==> src/rtl/serial_shifter_pkg.sv <==
// Shared definitions for the iterative shifter: op encodings, FSM states
// and the default datapath width.
`timescale 1ns/1ps
package serial_shifter_pkg;

  localparam int WIDTH_DEFAULT = 32;

  typedef enum logic [1:0] {
    OP_SRL  = 2'b00,
    OP_SLL  = 2'b01,
    OP_SRA  = 2'b10,
    OP_PASS = 2'b11
  } op_e;

  typedef enum logic [1:0] {
    ST_IDLE  = 2'b00,
    ST_SHIFT = 2'b01,
    ST_DONE  = 2'b10
  } state_e;

endpackage

==> src/rtl/serial_shifter.sv <==
// Iterative shifter: one bit of shift per clock, result held in the shift
// register and flagged by a single-cycle valid pulse.
//
//  state    | meaning
//  ---------+-----------------------------------------------------------
//  ST_IDLE  | ready=1, waiting for start; operands captured on accept
//  ST_SHIFT | one single-bit shift per cycle until the down-counter is 0
//  ST_DONE  | valid=1 for this cycle only, then back to ST_IDLE
//
// The op port is named optype because "type" is a reserved word.
`timescale 1ns/1ps
module serial_shifter
  import serial_shifter_pkg::*;
#(
  parameter int WIDTH = WIDTH_DEFAULT,
  parameter int SHW   = $clog2(WIDTH)
) (
  input  logic             clk,
  input  logic             rst,
  input  logic             start,
  input  logic [WIDTH-1:0] a,
  input  logic [SHW-1:0]   shamt,
  input  logic [1:0]       optype,
  output logic             ready,
  output logic             valid,
  output logic [WIDTH-1:0] r
);

  localparam logic [SHW-1:0] CNT_ONE = SHW'(1);

  state_e           state;
  op_e              op_q;
  logic [WIDTH-1:0] sreg;
  logic [WIDTH-1:0] step;
  logic [SHW-1:0]   count;
  logic             valid_q;

  // Single-bit shift of the register according to the captured op
  always_comb begin
    step = sreg;
    case (op_q)
      OP_SRL:  step = {1'b0, sreg[WIDTH-1:1]};
      OP_SLL:  step = {sreg[WIDTH-2:0], 1'b0};
      OP_SRA:  step = {sreg[WIDTH-1], sreg[WIDTH-1:1]};
      default: step = sreg;
    endcase
  end

  // Sequencer: capture on accept, shift while count!=0, pulse valid in DONE
  always_ff @(posedge clk) begin
    if (rst) begin
      state   <= ST_IDLE;
      op_q    <= OP_SRL;
      sreg    <= '0;
      count   <= '0;
      valid_q <= 1'b0;
    end else begin
      case (state)
        ST_IDLE: begin
          valid_q <= 1'b0;
          if (start) begin
            sreg  <= a;
            op_q  <= op_e'(optype);
            count <= (op_e'(optype) == OP_PASS) ? '0 : shamt;
            state <= ST_SHIFT;
          end
        end
        ST_SHIFT: begin
          if (count != '0) begin
            sreg  <= step;
            count <= count - CNT_ONE;
          end else begin
            state   <= ST_DONE;
            valid_q <= 1'b1;
          end
        end
        ST_DONE: begin
          valid_q <= 1'b0;
          state   <= ST_IDLE;
        end
        default: begin
          valid_q <= 1'b0;
          state   <= ST_IDLE;
        end
      endcase
    end
  end

  assign ready = (state == ST_IDLE);
  assign valid = valid_q;
  assign r     = sreg;

endmodule
==> config.mk <==
export PLATFORM = sky130hd
export DESIGN_NAME = serial_shifter
export DESIGN_NICKNAME = d
export VERILOG_FILES = /design/src/rtl/serial_shifter_pkg.sv /design/src/rtl/serial_shifter.sv
export SDC_FILE = /design/constraint.sdc
export NUM_CORES = 1
export LEC_CHECK = 0
export BUFFER_PORTS_ARGS = -buffer_cell sky130_fd_sc_hd__buf_2
export CORE_MARGIN = 1.5
export CORE_UTILIZATION = 52
export CTS_CLUSTER_DIAMETER = 60
export DETAILED_ROUTE_END_ITERATION = 8
export GPL_ROUTABILITY_DRIVEN = 0
export PLACE_DENSITY = 0.84
export RECOVER_POWER = 100
export SETUP_SLACK_MARGIN = 0.3
export SKIP_LAST_GASP = 1
export SLEW_MARGIN = 20
export SYNTH_ARGS = -nofsm -noshare
export SYNTH_HDL_FRONTEND = slang
export SYNTH_SLANG_ARGS = --single-unit
==> constraint.sdc <==
create_clock -name clk -period 2.84 [get_ports clk]
set_input_delay 0.142 -clock clk [delete_from_list [all_inputs] [get_ports clk]]
set_output_delay 0.142 -clock clk [all_outputs]
set_load 0.02 [all_outputs]
==> impl_metrics.json <==
{
  "run_status": "complete, no violations",
  "post-route-min-period_ns": 2.281,
  "synth-xor-area-share_pct": 0.4439,
  "yosys.area_share.adder_pct": 2.536,
  "synth-compound-area-share_pct": 33.48,
  "remaining_drc_errors": 0,
  "hpwl_um": 3543,
  "power.density_cell_area_mw_per_mm2": 712.4,
  "initial_antenna_violation_count": 0,
  "wire_per_inst_um": 15.36,
  "cts_resized": 0,
  "synth.top_cells.by_count": "sky130_fd_sc_hd__dfxtp_1, sky130_fd_sc_hd__nand2_1, sky130_fd_sc_hd__a222oi_1",
  "critical_path_arrival_ns": 2.51,
  "holdBufCountCts": 0,
  "main_combinational_cell_family_by_area_after_synthesis": "compound AO/OA/AOI/OAI gates",
  "clk_path_buf_depth": 2,
  "finalCoreUtilization_pct": 65.35,
  "crit_chain": "inv_1 -> ha_1 -> or4b_1 -> a311oi_4 -> clkbuf_2 -> nand2_1 -> o21ai_0",
  "comb_power_share_pct": 30.9,
  "grt_setup_unrepaired": "false",
  "timing.clock.skew_ns": 0.003914,
  "synth_warnings": 0,
  "startpoint_type": "flop",
  "clk-insertion-delay-late_ns": 0.29,
  "ant_nets": 0,
  "ys_ff_latch": 42,
  "worstSetupPathDepth": 7,
  "fin_crit_sh_pct": 80.31,
  "pwr-share-seq_pct": 45.8,
  "area.growth.synth_to_final_pct": 21.24,
  "post_synth_num_cell_types": 35,
  "cellLeakagePower_nw": 0.9652,
  "maximum_achievable_frequency_ghz": 0.4384,
  "yosys.cell_count.top_type": "sky130_fd_sc_hd__dfxtp_1",
  "cap_violations": 0,
  "synth.area.top_cells": "sky130_fd_sc_hd__dfxtp_1, sky130_fd_sc_hd__a222oi_1, sky130_fd_sc_hd__nand2_1, sky130_fd_sc_hd__o21ai_0, sky130_fd_sc_hd__o21ai_1",
  "min_path_cells": 3,
  "dominantRegCellSynth": "sky130_fd_sc_hd__dfxtp_1",
  "required_time_worst_endpoint_ns": 3.06,
  "post_synth_inst_count": 225,
  "slew_headroom_pct": 56.87,
  "rows": 22,
  "clock_power_share_pct": 23.3,
  "fin_hold_ws_ns": 0.09528,
  "initialDrtViolationCount": 300,
  "final-setup-viol-count": 0,
  "route.detailed.vias_per_inst": 6.161,
  "htree_num_levels": 2,
  "count_of_inserted_antenna_diode_cells": 0,
  "fillCellCount": 335,
  "total_cts_buffers": 5,
  "detailroute.via_count": 2107,
  "synth_enable_flop_cells": 0,
  "worst_r2r_path_depth": 7,
  "grt.total_usage_pct": 26.55,
  "totalWireLength_um": 5253,
  "synth_area_leader_cell": "sky130_fd_sc_hd__dfxtp_1",
  "fp.coreArea_sq_mm": 0.003661,
  "yosys.area.top_type_share_pct": 42.61,
  "report.final.slew_viol_count": 0,
  "io_pins": 76,
  "worst_setup_path_end_kind": "flop",
  "first_global_vias": 1898,
  "clock_sinks": 42,
  "tritoncts": "built",
  "synth_simple_gate_area_share_pct": 13.89,
  "critPathKind": "flop to flop",
  "total_switching_power_uw": 642.1,
  "synth-async-reset-ratio_pct": 0,
  "synth_nets": 271,
  "global_route_wire_length_before_repair_um": 8790,
  "cts_root_buffer": "sky130_fd_sc_hd__clkbuf_8",
  "p_int_mw": 1.062,
  "worst_setup_hold_path_clk_slew_ns": 0.08,
  "sw_frac_of_total_pct": 37.68,
  "post_route_cells_drive_above_1_share_pct": 19.39,
  "timing.critical_path.slowest_stage_cell": "sky130_fd_sc_hd__or4b_1",
  "start_util_pct": 53.90,
  "finalNetCount": 339,
  "globalRoute.totalOverflow": 0,
  "worst_hold_path_type": "primary input to flop",
  "final.setup.tns_ns": 0,
  "cts.repair_timing.setup_buffer_count": 0,
  "grt_max_degree": 41,
  "io_buffer_count": 75,
  "path_buf_inv": 2,
  "floorplan.die.height_um": 64.60,
  "critical_path_maximum_fanout": 30,
  "detail_route.first_pass.iterations": 9,
  "worst_path_dominant_cell_family": "simple AND/OR/NAND/NOR gates",
  "slowest_delay_ns": 0.56,
  "finalHoldViolCount": 0,
  "ir_worst_vdd_mv": 0.3504,
  "dieWidth_um": 64.60,
  "muxShareOfSynthArea_pct": 0,
  "syn-mean-instance-area_sq_um": 8.770,
  "synth_seq_area_share_pct": 42.61,
  "netlist_area_sq_mm": 0.001973,
  "fp.dieArea_sq_mm": 0.004173,
  "timing_worst_slew_pin_value_ns": 0.6458
}
[routing by layer]
metal / GRT usage [%] / vias up / share of wire, %
li1: - / 1003 / -
met1: 35.42 / 976 / 44
met2: 41.41 / 122 / 46
met3: 6.944 / 6 / 8.7
met4: 9.840 / 0 / 1.3
met5: 0 / - / 0
[placed cells by master, fill, tap and decap left out, types with 2 or more instances in the layout]
cell                        n
sky130_fd_sc_hd__o21ai_0   36
sky130_fd_sc_hd__a21oi_1    5
sky130_fd_sc_hd__a222oi_1  30
sky130_fd_sc_hd__ha_1       4
sky130_fd_sc_hd__clkbuf_2   2
sky130_fd_sc_hd__a311oi_1   2
sky130_fd_sc_hd__buf_2     41
sky130_fd_sc_hd__a211oi_1   3
sky130_fd_sc_hd__a22oi_1    2
sky130_fd_sc_hd__clkbuf_8   6
sky130_fd_sc_hd__nand2_1   34
sky130_fd_sc_hd__nand2b_1   2
sky130_fd_sc_hd__nor2_1    11
sky130_fd_sc_hd__clkbuf_1  36
sky130_fd_sc_hd__nor3_1     5
sky130_fd_sc_hd__buf_4      3
sky130_fd_sc_hd__inv_1      8
sky130_fd_sc_hd__and3_1     3
sky130_fd_sc_hd__dfxtp_1   42
sky130_fd_sc_hd__a211o_1    2
[power groups by stage]
stage / clock network [mW] / logic (mW) / registers (mW)
after global placement: 0 / 0.547 / 0.786
after detailed placement: 0 / 0.560 / 0.789
after CTS: 0.402 / 0.561 / 0.776
after global routing: 0.431 / 0.585 / 0.795
final: 0.398 / 0.526 / 0.780
after floorplan: 0 / 0.320 / 0.845
[tightest hold or removal path: cells and delay by family]
family,cells,cell delay (ns)
buffers and inverters,1,0.11
AND/OR/NAND/NOR,1,0.05
AO/OA/AOI/OAI,1,0.05
[cell families (layout without fill, tap and decap cells)]
kind of cell | count (synthesis) | after routing
compound gates | 89 | 89
simple gates | 61 | 61
flops | 42 | 42
buf+inv | 28 | 97
fa+ha+maj | 4 | 4
xor+xnor | 1 | 1
[sequential cells by signal, summed over array words and instances, names as in the netlist]
| register | flops |
|---|---|
| r | 32 |
| count | 5 |
| op_q | 2 |
| state | 2 |
| valid | 1 |
[through the flow]
| stage | cell area (sq um) | total power [mW] | cells | worst slack (ns) |
|---|---|---|---|---|
| 2_1_floorplan | 1973 | 1.164 | 225 | 1.079 |
| 3_3_place_gp | 2360 | 1.333 | 334 | 0.9216 |
| 3_5_place_dp | 2360 | 1.349 | 334 | 0.8661 |
| 4_1_cts | 2451 | 1.738 | 342 | 0.8533 |
| 5_1_grt | 2392 | 1.812 | 342 | 0.3731 |
| 6_report | 2392 | 1.704 | 342 | 0.5592 |
[worst paths after layout]
path         slack [ns]             startpoint              endpoint
max                0.56  count[0]$_SDFFE_PP0P_     r[5]$_SDFFE_PP0P_
min                 0.1              optype[0]  op_q[0]$_SDFFE_PP0P_
max reg2reg        0.56  count[0]$_SDFFE_PP0P_     r[5]$_SDFFE_PP0P_
min reg2reg        0.49     r[21]$_SDFFE_PP0P_    r[21]$_SDFFE_PP0P_
[cell type report]
cell class | instances | area [sq um] | share of cell area [%]
multi-input cells | 155 | 1001 | 41.84
flip-flops and latches | 42 | 840.8 | 35.15
repair buffers | 81 | 369.1 | 15.43
clock buffers | 7 | 86.33 | 3.609
well taps | 48 | 60.06 | 2.510
inverters | 8 | 30.03 | 1.255
clock inverters | 1 | 5.005 | 0.2092
(Power assumes the default switching activity.)
